[src/rtl/edge_event_arbiter_if.sv]
// Event handshake bundle between the edge-event arbiter and its consumer.
//   evt_valid : event present on evt_chan/evt_rise (driven by master)
//   evt_chan  : channel index of the presented event (driven by master)
//   evt_rise  : 1 = rising edge, 0 = falling edge (driven by master)
//   evt_ready : consumer accepts the presented event (driven by slave)
interface edge_event_arbiter_if #(
    parameter int N = 4
);
    localparam int IW = $clog2(N);

    logic          evt_valid;
    logic [IW-1:0] evt_chan;
    logic          evt_rise;
    logic          evt_ready;

    modport master (
        output evt_valid,
        output evt_chan,
        output evt_rise,
        input  evt_ready
    );

    modport slave (
        input  evt_valid,
        input  evt_chan,
        input  evt_rise,
        output evt_ready
    );
endinterface

[src/rtl/edge_event_arbiter.sv]
// Multi-channel edge-event scheduler. A dual-edge detector on each
// synchronized input latches one pending event per channel; a round-robin
// arbiter presents pending events one at a time on a valid/ready port.
//   clk     : clock, all state on rising edge
//   rst     : asynchronous active-high reset
//   sig     : per-channel level inputs (already synchronized)
//   en      : per-channel enable; 0 flushes that channel's pending event
//   ovf_clr : synchronous clear of ovf_cnt
//   pending : registered per-channel pending flags
//   ovf_cnt : saturating count of cycles in which an event was dropped
//   evt     : event handshake (master side)
module edge_event_arbiter #(
    parameter int N  = 4,
    parameter int CW = 8
) (
    input  logic                 clk,
    input  logic                 rst,
    input  logic [N-1:0]         sig,
    input  logic [N-1:0]         en,
    input  logic                 ovf_clr,
    output logic [N-1:0]         pending,
    output logic [CW-1:0]        ovf_cnt,
    edge_event_arbiter_if.master evt
);
    localparam int IW = $clog2(N);

    localparam logic [0:0] S_IDLE    = 1'b0;
    localparam logic [0:0] S_PRESENT = 1'b1;

    logic [N-1:0]  cur_q, prev_q;
    logic [N-1:0]  pend_q, pend_d;
    logic [N-1:0]  ptype_q, ptype_d;
    logic [0:0]    state_q, state_d;
    logic [IW-1:0] chan_q, chan_d;
    logic          rise_q, rise_d;
    logic [IW-1:0] ptr_q, ptr_d;
    logic [CW-1:0] ovf_q, ovf_d;

    logic [N-1:0]  edge_det;
    logic [N-1:0]  consume;
    logic [N-1:0]  drop_vec;
    logic          any_pend;
    logic          take;
    logic [IW-1:0] win;
    int unsigned   idx;

    assign edge_det = cur_q ^ prev_q;

    // Round-robin search starting one past the last granted channel.
    always_comb begin
        any_pend = 1'b0;
        win      = '0;
        idx      = 0;
        for (int unsigned k = 1; k <= N; k++) begin
            idx = 32'(ptr_q) + k;
            if (idx >= N) idx = idx - N;
            if (!any_pend && pend_q[IW'(idx)]) begin
                any_pend = 1'b1;
                win      = IW'(idx);
            end
        end
    end

    // The output register can accept a new winner when empty or being drained.
    assign take    = any_pend && ((state_q == S_IDLE) || evt.evt_ready);
    assign consume = take ? (N'(1) << win) : '0;

    // A channel whose stored event is being granted this cycle may capture a
    // fresh edge in the same cycle; otherwise a second edge is dropped.
    always_comb begin
        pend_d   = pend_q;
        ptype_d  = ptype_q;
        drop_vec = '0;
        for (int unsigned i = 0; i < N; i++) begin
            if (!en[i]) begin
                pend_d[i] = 1'b0;
            end else if (edge_det[i] && (!pend_q[i] || consume[i])) begin
                pend_d[i]  = 1'b1;
                ptype_d[i] = cur_q[i];
            end else if (edge_det[i]) begin
                drop_vec[i] = 1'b1;
            end else if (consume[i]) begin
                pend_d[i] = 1'b0;
            end
        end
    end

    always_comb begin
        state_d = state_q;
        chan_d  = chan_q;
        rise_d  = rise_q;
        ptr_d   = ptr_q;
        if (take) begin
            state_d = S_PRESENT;
            chan_d  = win;
            rise_d  = ptype_q[win];
            ptr_d   = win;
        end else if ((state_q == S_PRESENT) && evt.evt_ready) begin
            state_d = S_IDLE;
        end
    end

    always_comb begin
        ovf_d = ovf_q;
        if (ovf_clr) begin
            ovf_d = (|drop_vec) ? CW'(1) : '0;
        end else if ((|drop_vec) && (ovf_q != '1)) begin
            ovf_d = ovf_q + CW'(1);
        end
    end

    always_ff @(posedge clk or posedge rst) begin
        if (rst) begin
            cur_q   <= '0;
            prev_q  <= '0;
            pend_q  <= '0;
            ptype_q <= '0;
            state_q <= S_IDLE;
            chan_q  <= '0;
            rise_q  <= 1'b0;
            ptr_q   <= IW'(N - 1);
            ovf_q   <= '0;
        end else begin
            cur_q   <= sig;
            prev_q  <= cur_q;
            pend_q  <= pend_d;
            ptype_q <= ptype_d;
            state_q <= state_d;
            chan_q  <= chan_d;
            rise_q  <= rise_d;
            ptr_q   <= ptr_d;
            ovf_q   <= ovf_d;
        end
    end

    assign evt.evt_valid = (state_q == S_PRESENT);
    assign evt.evt_chan  = chan_q;
    assign evt.evt_rise  = rise_q;
    assign pending       = pend_q;
    assign ovf_cnt       = ovf_q;
endmodule

[src/flat_wrapper.sv]
// flat-port wrapper written by rule: the top's interface ports become plain ports
module edge_event_arbiter_flat 
#(
    parameter int N  = 4,
    parameter int CW = 8
)
  (clk, rst, sig, en, ovf_clr, pending, ovf_cnt, evt_evt_valid, evt_evt_chan, evt_evt_rise, evt_evt_ready);
  edge_event_arbiter_if #(.N(N)) evt_i ();
  input  logic clk;
  input  logic rst;
  input  logic [N-1:0] sig;
  input  logic [N-1:0] en;
  input  logic ovf_clr;
  output logic [N-1:0] pending;
  output logic [CW-1:0] ovf_cnt;
  output wire logic [$bits(evt_i.evt_valid)-1:0] evt_evt_valid;
  output wire logic [$bits(evt_i.evt_chan)-1:0] evt_evt_chan;
  output wire logic [$bits(evt_i.evt_rise)-1:0] evt_evt_rise;
  input wire logic [$bits(evt_i.evt_ready)-1:0] evt_evt_ready;
  assign evt_evt_valid = evt_i.evt_valid;
  assign evt_evt_chan = evt_i.evt_chan;
  assign evt_evt_rise = evt_i.evt_rise;
  assign evt_i.evt_ready = evt_evt_ready;
  edge_event_arbiter #(.N(N), .CW(CW)) u_core (.clk(clk), .rst(rst), .sig(sig), .en(en), .ovf_clr(ovf_clr), .pending(pending), .ovf_cnt(ovf_cnt), .evt(evt_i));
endmodule
[config.mk]
export PLATFORM = sky130hd
export DESIGN_NAME = edge_event_arbiter_flat
export DESIGN_NICKNAME = d
export VERILOG_FILES = /design/src/rtl/edge_event_arbiter_if.sv /design/src/rtl/edge_event_arbiter.sv /design/src/flat_wrapper.sv
export SDC_FILE = /design/constraint.sdc
export NUM_CORES = 1
export LEC_CHECK = 0
export CAP_MARGIN = 0
export CORE_MARGIN = 5
export CORE_UTILIZATION = 39
export CTS_CLUSTER_DIAMETER = 50
export DETAILED_ROUTE_END_ITERATION = 7
export DONT_BUFFER_PORTS = 1
export GPL_TIMING_DRIVEN = 0
export PLACE_DENSITY = 0.61
export REMOVE_ABC_BUFFERS = 1
export SLEW_MARGIN = 30
export SYNTH_ARGS = -nofsm -noshare
export SYNTH_HDL_FRONTEND = slang
export SYNTH_SLANG_ARGS = --single-unit
[constraint.sdc]
create_clock -name clk -period 2.7 [get_ports clk]
set_input_delay 0.27 -clock clk [delete_from_list [all_inputs] [get_ports clk]]
set_output_delay 0.27 -clock clk [all_outputs]
set_load 0.01 [all_outputs]
==> results.json <==
{
  "synth_flop_cell": "dfrtp_1",
  "p_per_area_mw_per_mm2": 730,
  "synth_area_leaders": "dfrtp_1 47%, a21oi_1 3.7%, dfstp_2 3.5%",
  "setup_tns_ps": 0,
  "path_cells": "nor4_2 > a21o_2 > nor2_1 > a211oi_4 > o41ai_4 > buf_4 > or3_1 > a21oi_1",
  "routed_wirelength_um": 3110,
  "fmaxAchievable_mhz": 414,
  "r2r_cells": 8,
  "clk_pin_slew_ps": 60,
  "chipHeight_um": 71.7,
  "grt_use_total": 0.133,
  "clk_latency_ps": 280,
  "multi_input_area_um2": 692,
  "skew_ps": 7.04,
  "yosys.area.top_type": "dfrtp_1",
  "grt_pass1_wl_um": 5340,
  "synth_seq_cells": 30,
  "antenna_cells": 0,
  "hold_class": "in2reg",
  "synth_compound_area_frac": 0.205,
  "netlist_instances": 143,
  "synth_area_per_cell_um2": 10.4,
  "criticalPathCategory": "reg2reg",
  "ant_nets": 0,
  "grt_pass1_vias": 1227,
  "relSlewSlack": 0.582,
  "critical_path_required_ps": 2900,
  "finalSetupViolations": 0,
  "worst_r2r_startpoint": "u_core.pending[0]",
  "rows": 22,
  "synthToLayoutAreaGrowth_pct": 13.0,
  "seq_area_frac_synth": 0.507,
  "firstDrtPassIters": 4,
  "hold_depth": 1,
  "synth_mux_area_frac": 0.0354,
  "n_fill_cell": 367,
  "cts.htree.levels": 2,
  "syn_area_mm2": 0.00149,
  "crit_slowest_cell": "dfrtp_1",
  "synth-edff-count": 0,
  "fin_nets": 167,
  "path_buf_inv": 1,
  "die_w_um": 71.7,
  "start_util": 0.403,
  "grt.overflow.total": 0,
  "rsz0062_at_grt": "no",
  "arrival_ps": 2620,
  "coreArea_mm2": 0.00369,
  "port_buffers": 0,
  "grt_max_degree": 31,
  "synth_xor_area_frac": 0.0236,
  "p_leak_uw": 0.000689,
  "ys_async_sr_fraction": 1.00,
  "finalHoldViolCount": 0,
  "rrSetupSlack_ps": 290,
  "grt_antenna_before_repair": 0,
  "place_congestion": 0.755,
  "cpPeakStageDelay_ps": 480,
  "pre_cts_ws_ps": 105,
  "timing.rr.end": "u_core.ovf_cnt[5]",
  "p_total_uw": 1230,
  "synth_fa_ha_area_frac": 0.00842,
  "critPathLaunchType": "flop",
  "drv_cap": 0,
  "io_pins": 28,
  "clk_path_buf_depth": 2,
  "numCtsBuffers": 5,
  "maxSlewViolCount": 0,
  "cts_tree": "yes",
  "avgRoutedWirePerCell_um": 15.3,
  "end_kind": "flop",
  "cp_max_fo": 14,
  "crit_family": "simple AND/OR/NAND/NOR gates",
  "fin_hold_ws_ps": 45.7,
  "period_share": 0.894,
  "finalCriticalPeriod_ps": 2410,
  "ys.warnings.count": 0,
  "min_to": "u_core.ovf_cnt[6]",
  "root_buffer": "clkbuf_8",
  "synth_top_cell_area_share": 0.471,
  "hpwlAfterDp_um": 2290,
  "hold_start": "ovf_clr",
  "drc": 0,
  "yosys.area_share.simple": 0.193,
  "synth_top_family_by_area": "compound AO/OA/AOI/OAI gates",
  "final_cell_area_mm2": 0.00168,
  "cts.sinks": 30,
  "num_vias": 1117,
  "die_area_mm2": 0.00515,
  "netlist-cell-type-count": 40,
  "via_per_inst": 5.50,
  "layout-drive-gt1-share": 0.161,
  "setup_ws_ps": 286,
  "status": "complete, no violations",
  "seq_area_um2": 753,
  "worst_slew_pin_slew_ps": 626,
  "vdd_drop_max_mv": 0.347,
  "placed_area_mm2": 0.00153,
  "drt-initial-drc-count": 35
}
-- synthesized netlist by cell type, drive strengths merged (4+ instances only) --
library cell / number
a21oi: 13
a31oi: 4
dfrtp: 28
inv: 7
nand2: 11
nand3: 6
nand4: 4
nor2: 11
nor2b: 4
o21ai: 13
or3: 6
-- area by class of cell --
class	count	share of cell area
repair buffers	6	0.0343
multi-input cells	104	0.412
well taps	48	0.0358
inverters	7	0.0156
flip-flops and latches	30	0.449
clock buffers	8	0.0537
-- where the power goes --
group	internal, µW	switching (µW)
clock network	207	156
registers	519	89.8
logic	115	139
-- routing by layer --
layer,share of wire,GRT usage
met1,0.41,0.134
met2,0.49,0.238
met3,0.074,0.0603
met4,0.017,0.0501
met5,0,0
-- worst max path at each step --
stage	startpoint	end	slack, ps	cells after the start
finish	u_core.pending[0]	u_core.ovf_cnt[5]	290	8
detailed placement	u_core.ptr_q[1]	u_core.ovf_cnt[1]	100	7
CTS	u_core.ptr_q[1]	u_core.ovf_cnt[1]	110	7
global route	u_core.ptr_q[1]	u_core.ovf_cnt[5]	130	8
global placement	u_core.ptr_q[1]	u_core.ovf_cnt[1]	230	7
floorplan	u_core.ptr_q[1]	u_core.ovf_cnt[1]	420	7
-- kinds of logic after synthesis --
family                   after synthesis
AO/OA/AOI/OAI                         41
buffers and inverters                  9
multiplexers                           5
adder cells (fa/ha/maj)                1
flip-flops                            30
XOR/XNOR                               4
AND/OR/NAND/NOR                       53
-- registers in the layout, indices dropped and copies added (netlist names) --
name	cells
u_core.ovf_cnt	8
u_core.cur_q	4
u_core.pending	4
u_core.prev_q	4
u_core.ptype_q	4
u_core.evt.evt_chan	2
u_core.ptr_q	2
u_core.evt.evt_rise	1
u_core.evt.evt_valid	1
-- through the flow --
step	utilization	std cells
4_1_cts	0.442	198
3_5_place_dp	0.415	189
6_report	0.455	203
5_1_grt	0.455	203
3_3_place_gp	0.415	189
2_1_floorplan	-	141
-- what timing repair did --
action	4_1_cts	5_1_grt
endpoints found under the setup margin	0	7
resized for setup	0	0
hold endpoints to repair	28	4
hold buffers	1	4
setup buffers	0	1
-- worst reg2reg max path, cell delays in order, from the launching register on --
cell,delay (ps)
dfrtp_1,480
nor4_2,400
a21o_2,220
nor2_1,110
a211oi_4,330
o41ai_4,110
buf_4,190
or3_1,350
a21oi_1,150
-- layout by cell type, fill, tap and decap left out, types with 3 or more instances in the layout --
cell	n
clkbuf_8	6
inv_1	6
dlygate4sd3_1	5
mux2i_1	3
o21ai_1	5
dfrtp_1	28
or3_1	6
nand2_1	11
nand3_1	6
o21ai_0	8
xor2_1	3
nor2b_1	4
a21oi_1	11
a31oi_1	3
nor2_1	11
nand4_1	4
(Power assumes the default switching activity.)
